**src/rtl/alu_arbiter.sv**
```systemverilog
// rtl/alu_arbiter.sv - round-robin arbiter/sequencer sharing one 8-bit ALU among NREQ requesters
// Optional illegal-opcode reporting on rsp_err when ALU_OPCHECK_EN is defined.
module alu_arbiter #(
  parameter int NREQ = 4,
  parameter int IDXW = 2
) (
  input  logic              clk,
  input  logic              rst,
  input  logic [NREQ-1:0]   req_valid,
  output logic [NREQ-1:0]   req_ready,
  input  logic [8*NREQ-1:0] req_a,
  input  logic [8*NREQ-1:0] req_b,
  input  logic [3*NREQ-1:0] req_sel,
  output logic [NREQ-1:0]   rsp_valid,
  output logic [7:0]        rsp_result,
`ifdef ALU_OPCHECK_EN
  output logic              rsp_err,
`endif
  output logic [7:0]        alu_a,
  output logic [7:0]        alu_b,
  output logic [2:0]        alu_sel,
  input  logic [7:0]        alu_result,
  output logic              busy
);

  localparam logic [1:0] S_IDLE = 2'd0;
  localparam logic [1:0] S_EXEC = 2'd1;
  localparam logic [1:0] S_RESP = 2'd2;

  logic [1:0]      state_q, state_d;
  logic [IDXW-1:0] ptr_q, ptr_d;
  logic [IDXW-1:0] owner_q, owner_d;
  logic [7:0]      alu_a_q, alu_a_d;
  logic [7:0]      alu_b_q, alu_b_d;
  logic [2:0]      alu_sel_q, alu_sel_d;
  logic [7:0]      rsp_result_q, rsp_result_d;
`ifdef ALU_OPCHECK_EN
  logic            err_q, err_d;
`endif

  logic            grant_any;
  logic [IDXW-1:0] grant_idx;
  logic [IDXW:0]   sum;
  logic            accept;

  // Scan from the far end back to ptr so the closest valid requester wins.
  always_comb begin
    grant_any = 1'b0;
    grant_idx = '0;
    sum       = '0;
    for (int k = NREQ - 1; k >= 0; k--) begin
      sum = {1'b0, ptr_q} + (IDXW+1)'(k);
      if (sum >= (IDXW+1)'(NREQ)) sum = sum - (IDXW+1)'(NREQ);
      if (req_valid[sum[IDXW-1:0]]) begin
        grant_any = 1'b1;
        grant_idx = sum[IDXW-1:0];
      end
    end
  end

  always_comb begin
    state_d      = state_q;
    ptr_d        = ptr_q;
    owner_d      = owner_q;
    alu_a_d      = alu_a_q;
    alu_b_d      = alu_b_q;
    alu_sel_d    = alu_sel_q;
    rsp_result_d = rsp_result_q;
`ifdef ALU_OPCHECK_EN
    err_d        = err_q;
`endif
    req_ready    = '0;
    accept       = (state_q == S_IDLE) && grant_any && !rst;
    if (accept) req_ready[grant_idx] = 1'b1;

    case (state_q)
      S_IDLE: begin
        if (accept) begin
          alu_a_d   = req_a[int'(grant_idx)*8 +: 8];
          alu_b_d   = req_b[int'(grant_idx)*8 +: 8];
          alu_sel_d = req_sel[int'(grant_idx)*3 +: 3];
          owner_d   = grant_idx;
          ptr_d     = (grant_idx == IDXW'(NREQ-1)) ? '0 : grant_idx + IDXW'(1);
          state_d   = S_EXEC;
        end
      end
      S_EXEC: begin
        rsp_result_d = alu_result;
`ifdef ALU_OPCHECK_EN
        err_d = (alu_sel_q >= 3'd5);
        if (alu_sel_q >= 3'd5) rsp_result_d = 8'h00;
`endif
        state_d = S_RESP;
      end
      S_RESP:  state_d = S_IDLE;
      default: state_d = S_IDLE;
    endcase
  end

  always_ff @(posedge clk or posedge rst) begin
    if (rst) begin
      state_q      <= S_IDLE;
      ptr_q        <= '0;
      owner_q      <= '0;
      alu_a_q      <= '0;
      alu_b_q      <= '0;
      alu_sel_q    <= '0;
      rsp_result_q <= '0;
`ifdef ALU_OPCHECK_EN
      err_q        <= 1'b0;
`endif
    end else begin
      state_q      <= state_d;
      ptr_q        <= ptr_d;
      owner_q      <= owner_d;
      alu_a_q      <= alu_a_d;
      alu_b_q      <= alu_b_d;
      alu_sel_q    <= alu_sel_d;
      rsp_result_q <= rsp_result_d;
`ifdef ALU_OPCHECK_EN
      err_q        <= err_d;
`endif
    end
  end

  assign rsp_valid  = (state_q == S_RESP) ? (NREQ'(1) << owner_q) : '0;
  assign rsp_result = rsp_result_q;
  assign alu_a      = alu_a_q;
  assign alu_b      = alu_b_q;
  assign alu_sel    = alu_sel_q;
  assign busy       = (state_q != S_IDLE);
`ifdef ALU_OPCHECK_EN
  assign rsp_err    = (state_q == S_RESP) && err_q;
`endif

endmodule

```
**config.mk**
```make
export PLATFORM = sky130hd
export DESIGN_NAME = alu_arbiter
export DESIGN_NICKNAME = d
export VERILOG_FILES = /design/src/rtl/alu_arbiter.sv
export SDC_FILE = /design/constraint.sdc
export NUM_CORES = 1
export LEC_CHECK = 0
export ABC_AREA = 1
export BUFFER_PORTS_ARGS = -buffer_cell sky130_fd_sc_hd__buf_2
export CAP_MARGIN = 20
export CORE_MARGIN = 2
export CORE_UTILIZATION = 49
export CTS_CLUSTER_SIZE = 16
export DETAILED_ROUTE_END_ITERATION = 16
export GPL_ROUTABILITY_DRIVEN = 1
export MAX_ROUTING_LAYER = met4
export PLACE_DENSITY = 0.84
export SYNTH_ARGS = -nofsm -noshare
export SYNTH_HDL_FRONTEND = slang
export SYNTH_SLANG_ARGS = --single-unit
```
**constraint.sdc**
```tcl
create_clock -name clk -period 5.3 [get_ports clk]
set_input_delay 0 -clock clk [delete_from_list [all_inputs] [get_ports clk]]
set_output_delay 0 -clock clk [all_outputs]
set_load 0.02 [all_outputs]
```
== After elaboration in Yosys (flattened, before gate mapping) ==
Index checks and enable logic that the tools add are counted.
Storage, ports and cells
  input bits: 90
  output and inout port bits: 36
  logic and storage cells: 68
  register bits after elaboration: 33
Cells by class
  $mul: 1
  $add $sub $neg: 8
  shifts and indexed selects: 4
  equal/unequal tests: 4
  reductions and logical operators: 7
  mux-type cells: 27
  magnitude comparators: 10
Operator list (count)
  32-bit by 6-bit variable part select with 8-bit output: 2
  2-bit two-way mux: 10
  2-bit by 3-bit < comparator with 1-bit output, second input constant: 5
  12-bit by 5-bit variable part select with 3-bit output: 1
  3-bit >= comparator, second input constant: 3
  1-bit two-way mux: 9
  1-bit binary-select mux with 2-bit select: 4
  4-bit two-way mux: 2
  2-bit by 1-bit subtractor with 2-bit output, second input constant: 4
  2-bit by 2-bit adder with 3-bit output, second input constant: 2
  2-bit equality test, second input constant: 2
  2-bit by 2-bit multiplier with 4-bit output, second input constant: 1
  2-bit one-hot mux with 2 select lines: 1
  1-bit by 2-bit << shifter with 4-bit output, first input constant: 1
  2-bit by 1-bit adder with 3-bit output, second input constant: 1
  2-bit by 3-bit >= comparator with 1-bit output, second input constant: 1
  1-bit logical AND: 3
  2-bit by 1-bit adder with 2-bit output, second input constant: 1
  1-bit demux with 2-bit select: 1
  2-bit by 1-bit equality test with 1-bit output, second input constant: 1
  2-bit by 1-bit >= comparator with 1-bit output, second input constant: 1
  2-bit zero test: 1
  2-bit inequality test, second input constant: 1
  2-bit AND reduction: 1
  2 further kinds: 2

== Depth between registers and ports, before layout ==
Gate-level depths: netlist (run 1).
  depth in word-level cells: 14
  mapped depth: 15
  mapped depth without buffers: 14

== Worst setup path after synthesis (run 1) ==
Ideal clock, no wire load.
  kind: register -> output
  start point: register ptr_q[0]
  end point: output port req_ready[3]
  arrival time: 1937 ps
  setup slack: 3363 ps
  stages on the path, launching flop included: 13
  path buffers: 2
  data required time: 5300 ps
  cells stage by stage: dfrtp_1 > inv_1 > nand2_1 > and2_1 > or2_4 > nand2_1 > nand2_1 > nand2_2 > buf_2 > buf_4 > ha_1 > inv_1 > nor2_1
On the way
  longest elaborated chain between the ends: 14
  elaborated cells on any way between the ends: 39
  those cells by class: add/sub: 7; order compare: 6; mux: 23; reduce/logical: 3
RTL lines
  start: declaration: line 31  | logic [IDXW-1:0] ptr_q, ptr_d;
  start signal: assignment: line 114  | ptr_q <= ptr_d;
  2-bit by 2-bit adder with 3-bit output: line 52  | sum = {1'b0, ptr_q} + (IDXW+1)'(k);
  3-bit >= comparator / 2-bit by 1-bit subtractor with 2-bit output (equally long branches): line 53  | if (sum >= (IDXW+1)'(NREQ)) sum = sum - (IDXW+1)'(NREQ);
  2-bit two-way mux: line 53
  1-bit binary-select mux with 2-bit select: line 54  | if (req_valid[sum[IDXW-1:0]]) begin
  1-bit two-way mux (implied by the code): line 54
  2-bit two-way mux (4 in series): line 54
  2-bit by 3-bit < comparator with 1-bit output (implied by the code) / 2-bit by 1-bit >= comparator with 1-bit output (equally long branches): line 74  | if (accept) req_ready[grant_idx] = 1'b1;
  1-bit logical AND (implied by the code): line 74
  1-bit two-way mux (implied by the code): line 74
  1-bit demux with 2-bit select: line 74
  4-bit two-way mux *: line 74
  end: declaration: line 10  | output logic [NREQ-1:0] req_ready,
Mark *: on every way between the ends. The rest lies on a longest branch, timed or not. The select of a mux whose other input is x is not followed.

== Worst setup path after layout (run 1) ==
Ends and elaborated chain as after synthesis.

==> impl_metrics.csv, run 1 <==
group,metric,value,unit
sta,worstMarginPinSlew,1.08,ns
cts,cts_tree,"yes",
synth,synth_edf_count,0,
routing,num_vias,2667,
floorplanning,ioPinCount,126,
power_and_ir_drop,pwr-share-comb,67.0,%
sta,finalSetupViolations,0,
synth,ys_seq_area_share,35.6,%
final_layout,syn2layout_area_growth,34.5,%
synth,synthSimpleGateAreaFrac,47.2,%
power_and_ir_drop,total_power,0.00200,W
cts,clk_pin_slew_worst_paths,0.07,ns
critical_path,critPathLaunchType,"flop",
synth,synth_top_area_share,35.6,%
critical_path,cp_common_cell,"nand2_1",
hold_path,hp-class,"in -> reg",
floorplanning,die_h,72.8,µm
global_routing,grt_util_all_layers,25.1,%
critical_path,end_kind,"primary output",
power_and_ir_drop,clockPowerShare,9.4,%
synth,yosys_warnings,0,
synth,async_reset_ff_share,100,%
final_layout,final_nets,585,
synth,synth_ff_type,"dfrtp_1",
sta,fin_crit_sh,62.7,%
synth,synth_compound_gate_area_share,2.48,%
sta,finalCriticalPeriod,3.32,ns
job,max-cap-violations,0,
final_layout,post-route-cell-area,3120,µm²
floorplanning,num_rows,25,
critical_path,worstPathRequired,5.30,ns
critical_path,critPathSlowestCell,"nand2_2",
sta,hold_viol_final,0,
placed_design,portBuffers,125,
critical_path,criticalPathCategory,"reg -> out",
critical_path,path_buf_inv,3,
synth,muxShareOfSynthArea,0,%
routing,drtAntennaViolNets,0,
cts,clk_path_buf_depth,2,
routing,avgViaCountPerCell,4.86,
floorplanning,coreArea,4630,µm²
power_and_ir_drop,switching_power,0.00107,W
cts,ctsRootBufferMaster,"clkbuf_8",
placed_design,dpl_cell_area,2940,µm²
sta,maxSlewViolCount,0,
cts,clkSinkCount,33,
synth,syn_inst,367,
power_and_ir_drop,power_leakage,1.95,nW
floorplanning,die_area,5300,µm²
sta,fmax,0.301,GHz
synth,synth_xor_area_share,0,%
synth,synth_area_leaders,"dfrtp_1 (36%), nand2_1 (21%), nand3_1 (14%), inv_1 (11%), or2_2 (5.1%)",
global_routing,grt_max_degree,70,
power_and_ir_drop,internal-power,0.000932,W
global_routing,grt_antenna_before_repair,0,
routing,first_pass_iters,5,
synth,syn_area,2320,µm²
final_layout,drive_gt1_share,32.3,%
final_layout,ff_latch_area,826,µm²
final_layout,multiInputGateArea,1160,µm²
critical_path,crit_chain,"inv_1, nand2_1, nand2_1, nand2_1, nand2_1, nor2_1, nor2_1, nand2_1, nand2_2, ha_1, inv_1, nor2_1, buf_2",
final_layout,n_fill_cell,411,
cts,h-tree-depth,2,
global_routing,grt_pass1_wl,10300,µm
power_and_ir_drop,p_sw_share,53.4,%
power_and_ir_drop,ir_drop,0.000408,V
placed_design,dp_hpwl,4780,µm
cts,ctsResizeCount,0,
sta,tns,0,ns
power_and_ir_drop,seq_power_share,23.5,%
routing,drc,0,
synth,yosysMostFrequentCell,"nand2_1",
synth,synth_common_cells,"nand2_1 (131), inv_1 (67), nand3_1 (66)",
floorplanning,start_util,50.1,%
critical_path,crit_arrival,3.32,ns
synth,synth_area_leader_cell,"dfrtp_1",
critical_path,cp_max_fo,69,
synth,synth_top_family_by_area,"simple AND/OR/NAND/NOR gates",
synth,synth_area_per_cell,6.32,µm²
sta,slew_headroom,28.3,%
synth,synth_cell_types,23,
outcome,status,"completed",
placed_design,gp_congestion,0.918,
critical_path,slowest_delay,0.64,ns
routing,dr.first_iter.drc_count,124,
cts,cts_made_buffers,5,
sta,rsz0062_at_grt,"false",
synth,synth-adder-area-share,0.539,%
floorplanning,die_w,72.8,µm
routing,post_drt_wl_per_cell,12.1,µm
cts,worstSkewPairLatency,0.28,ns
routing,wl,6640,µm
sta,clock_skew,0.00605,ns
synth,synth-seq-cells,33,
global_routing,grt_pass1_vias,2381,
power_and_ir_drop,power_density,641,nW/µm²
critical_path,critPathTopFamily,"simple AND/OR/NAND/NOR gates",
synth,syn_nets,458,
final_layout,antenna_cells,0,
global_routing,grt.overflow.total,0,
[logic make-up after synthesis]
kind of cell    count (synthesis)
compound gates                  7
fa+ha+maj                       1
buf+inv                        82
flops                          33
simple gates                  244
[final timing paths]
check,cells after the start,endpoint,from,slack (ns)
worst max-delay path,13,req_ready[3],ptr_q[0],1.98
worst min-delay path,4,alu_a[1],req_a[17],0.04
worst max register to register,12,alu_sel[2],ptr_q[0],2.21
worst min register to register,2,rsp_result[5],rsp_result[5],0.48
max in group asynchronous,4,alu_a[7],rst,4.60
min in group asynchronous,3,ptr_q[0],rst,0.11
[power by group through the flow]
stage / combinational (W) / clock [W] / sequential [W]
after CTS: 0.00134 / 0.000189 / 0.000467
after global routing: 0.00151 / 0.000201 / 0.000485
final: 0.00134 / 0.000188 / 0.000471
after detailed placement: 0.00133 / 0 / 0.000470
after floorplan: 0.000919 / 0 / 0.000575
after global placement: 0.00129 / 0 / 0.000465
[final cells by class]
type	instances	share of cell area (%)
clock inverter	3	0.562
multi-input combinational	252	37.3
clock buffer	5	2.21
timing repair buffer	135	23.2
tap	54	2.17
inverter	67	8.06
sequential	33	26.5
[routing by layer]
metal	GRT usage [%]	vias to the layer above	routed length, µm
met5	-	-	0
met3	3.59	10	325
met1	31.1	1183	2800
met4	7.61	0	91
li1	-	1358	-
met2	42.4	116	3420
[cell usage in the layout, fill, tap and decap left out, types with 2 or more instances in the layout]
cell	Yosys	routed
o21ai_1	3	3
or2_2	19	19
dlygate4sd3_1	0	9
nand2_1	131	131
clkinv_2	0	2
nor3_1	4	4
dfrtp_1	33	33
nor2_1	9	9
nor2_2	2	2
or2_1	9	9
nand3_1	66	66
buf_2	9	125
clkbuf_8	0	5
inv_1	67	67
[worst min-delay path: stages]
cell	delay [ns]
buf_2	0.07
or2_1	0.08
nand3_1	0.06
nand3_1	0.07
[flip-flops by register name (all words and copies together) (netlist names)]
name,cells
rsp_result,8
alu_b,8
owner_q,2
alu_a,8
state_q,2
alu_sel,3
ptr_q,2
[through the flow]
step / util, % / setup slack, ns / instances / hold WS [ns]
2_1_floorplan: - / 3.36 / 367 / 0.117
3_3_place_gp: 63.6 / 2.33 / 532 / -0.136
3_5_place_dp: 63.6 / 2.25 / 532 / -0.135
4_1_cts: 67.4 / 2.00 / 549 / 0.0264
5_1_grt: 67.4 / 1.60 / 549 / 0.0458
6_report: 67.4 / 1.98 / 549 / 0.0359
[repair_timing]
item / 4_1_cts / 5_1_grt
hold endpoints to repair: 41 / 0
hold buffers: 9 / 0
buffers inserted: 0 / 0
endpoints found under the setup margin: 0 / 0
Power figures use the tool's default switching activity.
==> run 2: changes to the inputs <==
--- a/config.mk
+++ b/config.mk
@@ -9,12 +9,12 @@
 export BUFFER_PORTS_ARGS = -buffer_cell sky130_fd_sc_hd__buf_2
 export CAP_MARGIN = 20
 export CORE_MARGIN = 2
-export CORE_UTILIZATION = 49
+export CORE_UTILIZATION = 41
 export CTS_CLUSTER_SIZE = 16
 export DETAILED_ROUTE_END_ITERATION = 16
 export GPL_ROUTABILITY_DRIVEN = 1
 export MAX_ROUTING_LAYER = met4
-export PLACE_DENSITY = 0.84
+export PLACE_DENSITY = 0.74
 export SYNTH_ARGS = -nofsm -noshare
 export SYNTH_HDL_FRONTEND = slang
 export SYNTH_SLANG_ARGS = --single-unit
==> constraint.sdc (replaced) <==
create_clock -name clk -period 2.9 [get_ports clk]
set_input_delay 0 -clock clk [delete_from_list [all_inputs] [get_ports clk]]
set_output_delay 0 -clock clk [all_outputs]
set_load 0.02 [all_outputs]
==> run 2 against run 1 <==
- count of clock-buffer cells in the layout unchanged
- first-iteration DRC count unchanged
- largest power group unchanged
- non-clock buffer count increased by 5
- final area increased by 4.0%
- critical path type unchanged
- clock power increased to 2.7 times the previous value
- utilization decreased by 8.1 points
- register-to-register slack got worse by 1.8 ns
- critical path depth decreased by 1
==> impl_metrics.csv, run 2 (synthesis gave the netlist of run 1 again) <==
group,metric,value,unit
routing,dr.first_iter.drc_count,124,
power_and_ir_drop,p_sw_share,49.5,%
critical_path,worstPathRequired,2.90,ns
critical_path,critPathLaunchType,"flop",
cts,clkSinkCount,33,
final_layout,layout_commonest_cell,"nand2_1",
placed_design,gp_congestion,0.902,
sta,finalSetupViolations,0,
routing,post_drt_wl_per_cell,11.3,µm
cts,worstSkewPairLatency,0.28,ns
cts,cts_tree,"yes",
global_routing,grt_pass1_vias,2362,
sta,clock_skew,0.00448,ns
power_and_ir_drop,power_density,1200,nW/µm²
critical_path,crit_chain,"inv_1, nand2_1, nand2_1, nand2_1, nand2_1, nand2_1, nand3_2, nand2_2, ha_1, inv_1, nor2_1, buf_2",
power_and_ir_drop,power_leakage,2.00,nW
floorplanning,coreArea,5470,µm²
power_and_ir_drop,pwr-share-comb,64.9,%
global_routing,grt_util_all_layers,20.9,%
floorplanning,ioPinCount,126,
floorplanning,start_util,42.4,%
sta,hold_viol_final,0,
cts,clk_pin_slew_worst_paths,0.07,ns
critical_path,critPathTopFamily,"simple AND/OR/NAND/NOR gates",
floorplanning,die_h,79.2,µm
final_layout,n_fill_cell,534,
placed_design,dp_hpwl,4870,µm
hold_path,hp-class,"in -> reg",
cts,cts_made_buffers,5,
power_and_ir_drop,total_power,0.00388,W
cts,ctsRootBufferMaster,"clkbuf_8",
job,max-cap-violations,0,
sta,tns,0,ns
power_and_ir_drop,clockPowerShare,13.2,%
critical_path,slowest_delay,0.54,ns
outcome,status,"completed",
floorplanning,die_area,6280,µm²
sta,fmax,0.384,GHz
critical_path,criticalPathCategory,"reg -> out",
final_layout,drive_gt1_share,33.0,%
sta,fin_crit_sh,89.8,%
routing,first_pass_iters,4,
cts,postCtsSetupBuffers,0,
critical_path,cp_common_cell,"nand2_1",
floorplanning,num_rows,27,
global_routing,grt_antenna_before_repair,0,
final_layout,ff_latch_area,826,µm²
sta,slew_headroom,59.5,%
critical_path,cp_max_fo,19,
placed_design,portBuffers,125,
routing,num_vias,2667,
cts,h-tree-depth,2,
sta,maxSlewViolCount,0,
power_and_ir_drop,internal-power,0.00196,W
power_and_ir_drop,switching_power,0.00192,W
final_layout,multiInputGateArea,1170,µm²
final_layout,mostFrequentLayoutCells,"nand2_1 (131), buf_2 (125), inv_1 (67)",
final_layout,syn2layout_area_growth,39.9,%
power_and_ir_drop,seq_power_share,21.9,%
routing,avgViaCountPerCell,4.66,
critical_path,path_buf_inv,3,
critical_path,end_kind,"primary output",
global_routing,grt.overflow.total,0,
global_routing,grt_max_degree,37,
floorplanning,die_w,79.2,µm
final_layout,final_nets,590,
critical_path,critPathSlowestCell,"dfrtp_1",
routing,drc,0,
cts,clk_path_buf_depth,2,
sta,finalCriticalPeriod,2.61,ns
routing,wl,6460,µm
sta,rsz0062_at_grt,"false",
critical_path,crit_arrival,2.61,ns
power_and_ir_drop,ir_drop,0.000559,V
global_routing,grt_pass1_wl,10300,µm
sta,worstMarginPinSlew,0.605,ns
routing,drtAntennaViolNets,0,
final_layout,antenna_cells,0,
[run 2: cell types whose count changed in the layout (fill, tap and decap cells not counted), sizes merged]
cell / previous run / this run
buf: 126 / 131
clkinvlp: 1 / 0
clkinv: 2 / 1
bufinv: 0 / 2
[run 2: worst paths after layout]
check	startpoint	endpoint	slack [ns]	cells after the start
worst max-delay path	ptr_q[0]	req_ready[3]	0.29	12
worst min-delay path	req_b[4]	alu_b[4]	0.03	4
worst max register to register	ptr_q[0]	alu_b[4]	0.37	10
worst min register to register	rsp_result[2]	rsp_result[2]	0.47	2
max in group asynchronous	rst	alu_b[6]	2.21	4
min in group asynchronous	rst	alu_b[1]	0.37	4
[run 2: metal layers]
| layer | global-route usage (%) | share of wire [%] |
|---|---|---|
| met1 | 25.9 | 43 |
| met2 | 35.8 | 51 |
| met3 | 3.75 | 5.9 |
| met4 | 4.66 | 0.33 |
| met5 | - | 0 |
[run 2: worst register-to-register path, cell delays in order (launching register included)]
cell and delay (ns):
dfrtp_1 0.50, inv_1 0.22, nand2_1 0.09, and2_1 0.16
or2_4 0.25, nand3_2 0.19, nand2_2 0.28, buf_12 0.26
or2_2 0.29, nand3_1 0.09, nand3_1 0.08
[run 2: layout make-up]
class	count	share of cell area (%)
Clock buffer	5	2.12
Clock inverter	3	2.01
Inverter	67	7.75
Multi-Input combinational cell	252	36.1
Sequential cell	33	25.5
Tap cell	72	2.78
Timing Repair Buffer	140	23.8
[run 2: repair_timing]
action | in CTS | in global routing
endpoints found under the setup margin | 0 | 2
endpoints found under the hold margin | 41 | 0
resized for setup | 0 | 1
hold buffers | 9 | 0
[run 2: power by group through the flow]
stage                     clock network, W  registers [W]  logic (W)
after floorplan                          0        0.00105    0.00168
after global placement                   0       0.000849    0.00246
after detailed placement                 0       0.000848    0.00251
after CTS                         0.000524       0.000844    0.00253
after global routing              0.000549       0.000877    0.00284
final                             0.000513       0.000850    0.00252
[run 2: through the flow]
stage          cells  util (%)  hold slack, ns  setup slack (ns)  area (µm²)
2_1_floorplan    367         -           0.117             0.963        2320
3_3_place_gp     555      55.1           0.134             0.494        3020
3_5_place_dp     555      55.1           0.134             0.415        3020
4_1_cts          572      59.2          0.0259             0.191        3240
5_1_grt          572      59.3          0.0327           0.00275        3240
6_report         572      59.3          0.0262             0.295        3240
